--- src/rtl/tcb_full_lib_sram_sub.sv ---
// tcb_full_lib_sram_sub: TCB-Full subordinate terminating on a single-port SRAM,
// with programmable wait states, out-of-range errors and optional read-data hold.
module tcb_full_lib_sram_sub #(
  parameter int ADR  = 32,
  parameter int DAT  = 32,
  parameter int SIZ  = 4096,
  parameter int WAIT = 0,
  parameter int HLD  = 1,
  localparam int BW  = DAT/8,
  localparam int SL  = $clog2(SIZ),
  localparam int OFF = $clog2(BW),
  localparam int AW  = SL - OFF
)(
  input  logic           clk,
  input  logic           rst,
  input  logic           tcb_vld,
  output logic           tcb_rdy,
  input  logic           tcb_wen,
  input  logic [ADR-1:0] tcb_adr,
  input  logic [BW-1:0]  tcb_byt,
  input  logic [DAT-1:0] tcb_wdt,
  output logic [DAT-1:0] tcb_rdt,
  output logic           tcb_err,
  output logic           sram_cen,
  output logic           sram_wen,
  output logic [AW-1:0]  sram_adr,
  output logic [BW-1:0]  sram_ben,
  output logic [DAT-1:0] sram_wdt,
  input  logic [DAT-1:0] sram_rdt
);
  typedef enum logic {IDL, STL} state_t;
  state_t         state;
  logic [3:0]     cnt;
  logic           rd_q, err_q, trn, oor;
  logic [DAT-1:0] hold;
  assign oor      = (tcb_adr >> SL) != '0;
  assign tcb_rdy  = (WAIT == 0) ? ~rst : (state == STL) && (cnt == 4'd0);
  assign trn      = tcb_vld & tcb_rdy;
  assign sram_cen = trn & ~oor;
  assign sram_wen = trn & tcb_wen & ~oor;
  assign sram_adr = tcb_adr[SL-1:OFF];
  assign sram_ben = tcb_byt;
  assign sram_wdt = tcb_wdt;
  assign tcb_err  = err_q;
  assign tcb_rdt  = rd_q ? sram_rdt : (HLD != 0) ? hold : '0;
  always_ff @(posedge clk or posedge rst)
    if (rst) begin
      state <= IDL;
      cnt   <= '0;
      rd_q  <= 1'b0;
      err_q <= 1'b0;
      hold  <= '0;
    end else begin
      rd_q  <= trn & ~tcb_wen & ~oor;
      err_q <= trn & oor;
      if (rd_q) hold <= sram_rdt;
      if (WAIT != 0) begin
        if (state == IDL) begin
          if (tcb_vld) begin
            state <= STL;
            cnt   <= 4'(WAIT-1);
          end
        end else if (trn) state <= IDL;
        // manager dropped the request mid-stall: abandon it without touching the SRAM
        else if (!tcb_vld) begin
          state <= IDL;
          cnt   <= '0;
        end else if (cnt != 4'd0) cnt <= cnt - 4'd1;
      end
    end
endmodule

--- config.mk ---
export PLATFORM = sky130hd
export DESIGN_NAME = tcb_full_lib_sram_sub
export DESIGN_NICKNAME = d
export VERILOG_FILES = /design/src/rtl/tcb_full_lib_sram_sub.sv
export SDC_FILE = /design/constraint.sdc
export NUM_CORES = 1
export LEC_CHECK = 0
export ABC_AREA = 1
export ABC_CLOCK_PERIOD_IN_PS = 5400
export BUFFER_PORTS_ARGS = -buffer_cell sky130_fd_sc_hd__buf_4
export CAP_MARGIN = 20
export CORE_AREA = 2 2 72 74
export DETAILED_ROUTE_END_ITERATION = 10
export DIE_AREA = 0 0 74 76
export PLACE_DENSITY = 0.95
export SLEW_MARGIN = 20
export SYNTH_ARGS = -nofsm -noshare
export SYNTH_HDL_FRONTEND = slang
export SYNTH_SLANG_ARGS = --single-unit
export TNS_END_PERCENT = 50
--- constraint.sdc ---
create_clock -name clk -period 5.4 [get_ports clk]
set_clock_uncertainty 0.2 [all_clocks]
set_input_delay 1.35 -clock clk [delete_from_list [all_inputs] [get_ports clk]]
set_output_delay 1.35 -clock clk [all_outputs]
set_load 0.01 [all_outputs]
==> results of run 1 <==
[per-layer routing]
layer  vias to the layer above  global-route usage (%)  routed length, microns
li1                        510                       -                       -
met1                       500                    12.2                    1280
met2                        85                    23.8                    2050
met3                        26                    8.20                     635
met4                         0                    8.91                     184
met5                         -                       0                       0
[state kept, by name, indices dropped and copies added (netlist names)]
signal	flops
hold	32
tcb_err	1
rd_q	1
[cells by family (layout without fill, tap and decap cells)]
family	after synthesis	after routing	synth area share (%)
mux	32	32	25.5
flops	34	34	45.9
buf+inv	53	103	23.1
simple gates	25	25	5.41
[where the power goes]
| group | leakage, nW | switching, mW | total [mW] | internal, mW |
|---|---|---|---|---|
| Clock | 0.0482 | 0.0834 | 0.186 | 0.103 |
| Combinational | 0.721 | 0.0132 | 0.0414 | 0.0282 |
| Sequential | 0.473 | 0.000101 | 0.255 | 0.255 |
| Total | 1.24 | 0.0968 | 0.483 | 0.386 |
[worst paths after layout]
kind | from | endpoint | slack, ps | cells after the start
max in group asynchronous | rst | rd_q$_DFF_PP0_ | 3710 | 3
min reg2reg | hold[18]$_DFF_PP0_ | hold[18]$_DFF_PP0_ | 290 | 1
max | rst | sram_wen | 1420 | 8
min in group asynchronous | rst | hold[18]$_DFF_PP0_ | 960 | 3
max reg2reg | rd_q$_DFF_PP0_ | hold[31]$_DFF_PP0_ | 3640 | 1
min | hold[18]$_DFF_PP0_ | hold[18]$_DFF_PP0_ | 290 | 1
[worst max-delay path, stage by stage]
cell	delay (ps)
buf_4	100
inv_1	40
buf_4	370
nand2_1	170
inv_1	110
nand2_1	60
nor2_1	90
buf_4	130
[Yosys cell counts]
| master | count |
|---|---|
| nand3_1 | 1 |
| and2_0 | 1 |
| mux2_2 | 2 |
| buf_6 | 1 |
| buf_4 | 46 |
| nor2_1 | 15 |
| buf_12 | 3 |
| or2_2 | 1 |
| inv_1 | 3 |
| nand2_1 | 7 |
| dfrtp_1 | 34 |
| mux2_4 | 30 |
[final cells by class]
class,count,share of cell area (%)
inverters,3,0.488
well taps,70,3.80
clock buffers,7,3.74
multi-input cells,57,24.9
repair buffers,92,30.0
flip-flops and latches,34,37.0
clock inverters,1,0.217
[stage by stage]
stage	setup slack (ps)	cell area [sq um]	hold WS [ps]	std cells
5_1_grt	1210	2310	305	264
3_5_place_dp	1360	2210	278	256
6_report	1420	2310	292	264
4_1_cts	1370	2310	295	264
2_1_floorplan	1210	1850	293	144
3_3_place_gp	1450	2210	275	256
==> results.json, run 1 <==
{
  "grt-ovfl-total": 0,
  "post_cts_buffers": 0,
  "max_freq_mhz": 251,
  "synth.area.top_cells": "dfrtp_1, mux2_4, buf_4",
  "vdd.ir_drop.worst_v": 0.0000919,
  "core_sq_mm": 0.00491,
  "synth_seq_area_share_pct": 45.9,
  "wl_per_cell_microns": 15.7,
  "syn2layout_area_growth_pct": 24.5,
  "netlist_instances": 144,
  "syn_nets": 248,
  "hp-class": "reg -> reg",
  "grt_pass1_vias": 1144,
  "synth-seq-cells": 34,
  "io-pin-count": 186,
  "fill_cells": 436,
  "syn_area_sq_mm": 0.00185,
  "drc": 0,
  "multiInputGateArea_sq_um": 573,
  "worstSetupStartpointType": "input pin",
  "synth_largest_area_cell": "dfrtp_1",
  "cp_max_fo": 36,
  "diodes": 0,
  "drive_gt1_share_pct": 68.6,
  "rsz0062_at_grt": "no",
  "power.total_mw": 0.483,
  "max_slew_margin_pct": 36.6,
  "initial_core_util_pct": 37.7,
  "syn_avg_cell_area_sq_um": 12.9,
  "via_count": 1121,
  "chipWidth_microns": 74,
  "grt_pass1_wl_microns": 5820,
  "clock_sinks": 34,
  "worstSetupPathType": "in -> out",
  "worst_pin_slew_ps": 951,
  "drt_iter0_drc": 33,
  "cts_tree": "yes",
  "ys_warn_count": 0,
  "period_share_pct": 73.8,
  "synth_top_area_share_pct": 45.9,
  "most-common-layout-cells": "buf_4, dfrtp_1, mux2_4",
  "die-area_sq_mm": 0.00562,
  "nets": 297,
  "critPathArrivalTime_ps": 2430,
  "gp_congestion": 0.658,
  "cts-root-buf": "clkbuf_8",
  "insertion_delay_ps": 280,
  "status": "complete, no violations",
  "leakage_nw": 1.24,
  "yosysUniqueCellTypes": 12,
  "powerDensity_mw_per_mm2": 209,
  "dp_hpwl_microns": 3370,
  "post-route-util_pct": 46.9,
  "grt_usage_pct": 14.1,
  "setup_viol": 0,
  "grt_max_degree": 37,
  "fin_tns_setup_ps": 0,
  "period_needed_ps": 3980,
  "worst_ep_required_time_ps": 3850,
  "io_buffers": 91,
  "final_antenna_net_count": 0,
  "wirelength_microns": 4150,
  "htree_levels": 2,
  "mostFrequentLayoutCell": "buf_4",
  "endpoint_kind": "output port",
  "viasPerCell": 4.25,
  "hold_viol": 0,
  "clkTransAtPathRegs_ps": 60,
  "rows": 26,
  "cap_viol_max_count": 0,
  "regArea_sq_um": 852,
  "chipHeight_microns": 76,
  "numCtsBuffers": 5,
  "clock_tree.buffer_depth": 2,
  "cts.repair.resized": 0,
  "antenna_found_initial": 0,
  "drv_slew": 0,
  "dr.pass1.iters": 4,
  "cts_hold_buf": 0
}
(Power assumes the default switching activity.)
==> run 2, diff against run 1 <==
--- a/config.mk
+++ b/config.mk
@@ -5,14 +5,13 @@
 export SDC_FILE = /design/constraint.sdc
 export NUM_CORES = 1
 export LEC_CHECK = 0
-export ABC_AREA = 1
-export ABC_CLOCK_PERIOD_IN_PS = 5400
+export ABC_AREA = 0
+export ABC_CLOCK_PERIOD_IN_PS = 4150
 export BUFFER_PORTS_ARGS = -buffer_cell sky130_fd_sc_hd__buf_4
 export CAP_MARGIN = 20
-export CORE_AREA = 2 2 72 74
+export CORE_UTILIZATION = 34
 export DETAILED_ROUTE_END_ITERATION = 10
-export DIE_AREA = 0 0 74 76
-export PLACE_DENSITY = 0.95
+export PLACE_DENSITY = 0.91
 export SLEW_MARGIN = 20
 export SYNTH_ARGS = -nofsm -noshare
 export SYNTH_HDL_FRONTEND = slang
==> constraint.sdc (replaced) <==
create_clock -name clk -period 4.15 [get_ports clk]
set_clock_uncertainty 0.2 [all_clocks]
set_input_delay 1.0375 -clock clk [delete_from_list [all_inputs] [get_ports clk]]
set_output_delay 1.0375 -clock clk [all_outputs]
set_load 0.01 [all_outputs]
==> results.json, run 2 <==
{
  "yosysUniqueCellTypes": 11,
  "p_int_mw": 0.501,
  "worstSetupPathType": "in -> out",
  "io_buffers": 91,
  "rows": 25,
  "max_slew_margin_pct": 67.5,
  "viasPerCell": 4.48,
  "via_count": 1111,
  "dp_hpwl_microns": 3310,
  "largest_reg_flops": 32,
  "clock_sinks": 34,
  "insertion_delay_ps": 270,
  "worst_pin_slew_ps": 488,
  "setup_slack_ps": 748,
  "numCtsBuffers": 5,
  "worstSetupStartpointType": "input pin",
  "most-common-layout-cells": "buf_4, dfrtp_1, mux2_2",
  "clock_tree.buffer_depth": 2,
  "critPathArrivalTime_ps": 2160,
  "stdcell_count": 248,
  "chipWidth_microns": 71.9,
  "final_antenna_net_count": 0,
  "cp.buffers_inverters": 2,
  "clkTransAtPathRegs_ps": 60,
  "max_freq_mhz": 294,
  "vdd.ir_drop.worst_v": 0.000117,
  "pwr-share-clk_pct": 38.6,
  "syn2layout_area_growth_pct": 30.2,
  "slowest_stage": "nor4_1",
  "powerDensity_mw_per_mm2": 288,
  "setup_viol": 0,
  "post_cts_buffers": 0,
  "die-area_sq_mm": 0.00517,
  "fin_tns_setup_ps": 0,
  "wl_per_cell_microns": 16.0,
  "synth_most_common_cell": "buf_4",
  "syn_nets": 234,
  "worst_ep_required_time_ps": 2910,
  "p_sw_share_pct": 19.6,
  "hold_viol": 0,
  "gp_congestion": 0.735,
  "dpl_cell_area_sq_mm": 0.00207,
  "fill_cells": 449,
  "power_frac_comb_pct": 8.1,
  "path_cells": "buf_4, nor4_1, nand3_1, nor4_1, buf_4",
  "crit_family": "simple AND/OR/NAND/NOR gates",
  "cpPeakStageDelay_ps": 370,
  "endpoint_kind": "output port",
  "cts_tree": "yes",
  "period_needed_ps": 3400,
  "status": "complete, no violations",
  "async_flop_share_pct": 100,
  "synth_edf_count": 0,
  "whs_ps": 288,
  "cp_max_fo": 4,
  "period_share_pct": 82.0,
  "ys_warn_count": 0,
  "synth-seq-cells": 34,
  "synth_seq_area_share_pct": 51.2,
  "synth.area.top_cells": "dfrtp_1, buf_4, mux2_2",
  "initial_core_util_pct": 35.2,
  "drt_iter0_drc": 12,
  "syn_area_sq_mm": 0.00166,
  "io-pin-count": 186,
  "power_switching_mw": 0.122,
  "mostFrequentLayoutCell": "buf_4",
  "synth_largest_area_cell": "dfrtp_1",
  "wirelength_microns": 3970,
  "max_flop_register": "hold",
  "core_sq_mm": 0.00472,
  "drive_gt1_share_pct": 72.4,
  "p_seq_share_pct": 53.3,
  "drc": 0,
  "grt_pass1_vias": 1151,
  "chipHeight_microns": 71.9,
  "synth_ff_type": "dfrtp_1",
  "dr.pass1.iters": 2,
  "grt-ovfl-total": 0,
  "nets": 284,
  "drv_slew": 0,
  "post-route-util_pct": 45.8,
  "grt_max_degree": 36,
  "hp-class": "reg -> reg",
  "cap_viol_max_count": 0,
  "dpl.cell_count": 240,
  "cts-root-buf": "clkbuf_8",
  "preCtsSetupSlack_ps": 744,
  "diodes": 0,
  "htree_levels": 2,
  "netlist_instances": 130,
  "antenna_found_initial": 0,
  "power.total_mw": 0.623,
  "synth_top_area_share_pct": 51.2,
  "grt_usage_pct": 15.8,
  "cts.repair.resized": 0,
  "cts_hold_buf": 0,
  "leakage_nw": 1.19,
  "grt_pass1_wl_microns": 5980,
  "synth.top_cells.by_count": "buf_4, dfrtp_1, mux2_2, nor4_1",
  "syn_avg_cell_area_sq_um": 12.8,
  "rsz0062_at_grt": "no",
  "final_cell_area_sq_mm": 0.00216
}
==> run 2: logic make-up (layout without fill, tap and decap cells) <==
group                  Yosys count  count (layout)  share of synthesized area [%]
AOI/OAI and AO/OA                1               1                          0.602
buffers and inverters           52             103                           22.8
DFF                             34              34                           51.2
muxes                           32              32                           21.7
and+or+nand+nor                 11              11                           3.69
==> run 2: metal layers <==
| metal | global-route usage (%) | routed length [microns] |
|---|---|---|
| met1 | 14.3 | 1200 |
| met2 | 26.5 | 2050 |
| met3 | 11.5 | 624 |
| met4 | 7.19 | 93 |
| met5 | 0 | 0 |
==> run 2: worst reg2reg max path: stages, from the launching register on <==
cell and delay (ps):
dfrtp_1 650, buf_4 370, mux2_2 400
==> run 2: worst paths after layout <==
path                                   startpoint                 end  slack (ps)  cells after the start
max in group asynchronous                     rst  hold[13]$_DFF_PP0_        2740                      3
worst min-delay path            hold[3]$_DFF_PP0_   hold[3]$_DFF_PP0_         290                      1
worst min register to register  hold[3]$_DFF_PP0_   hold[3]$_DFF_PP0_         290                      1
min in group asynchronous                     rst      rd_q$_DFF_PP0_         700                      3
worst max register to register     rd_q$_DFF_PP0_   hold[1]$_DFF_PP0_        2410                      2
worst max-delay path                  tcb_adr[13]            sram_wen         750                      5
==> run 2: power by group through the flow <==
stage / combinational, mW / sequential [mW] / clock [mW]
after CTS: 0.0520 / 0.332 / 0.253
after floorplan: 0.0535 / 0.338 / 0
after global placement: 0.0506 / 0.338 / 0
final: 0.0507 / 0.332 / 0.240
after global routing: 0.0559 / 0.332 / 0.267
after detailed placement: 0.0519 / 0.338 / 0
==> run 2: cell type report <==
class	count	area, sq um	area share (%)
Sequential cell	34	851	39.3
Timing Repair Buffer	93	698	32.3
Multi-Input combinational cell	44	432	20.0
Clock buffer	7	86.3	3.99
Tap cell	67	83.8	3.88
Inverter	2	7.51	0.347
Clock inverter	1	5.00	0.231
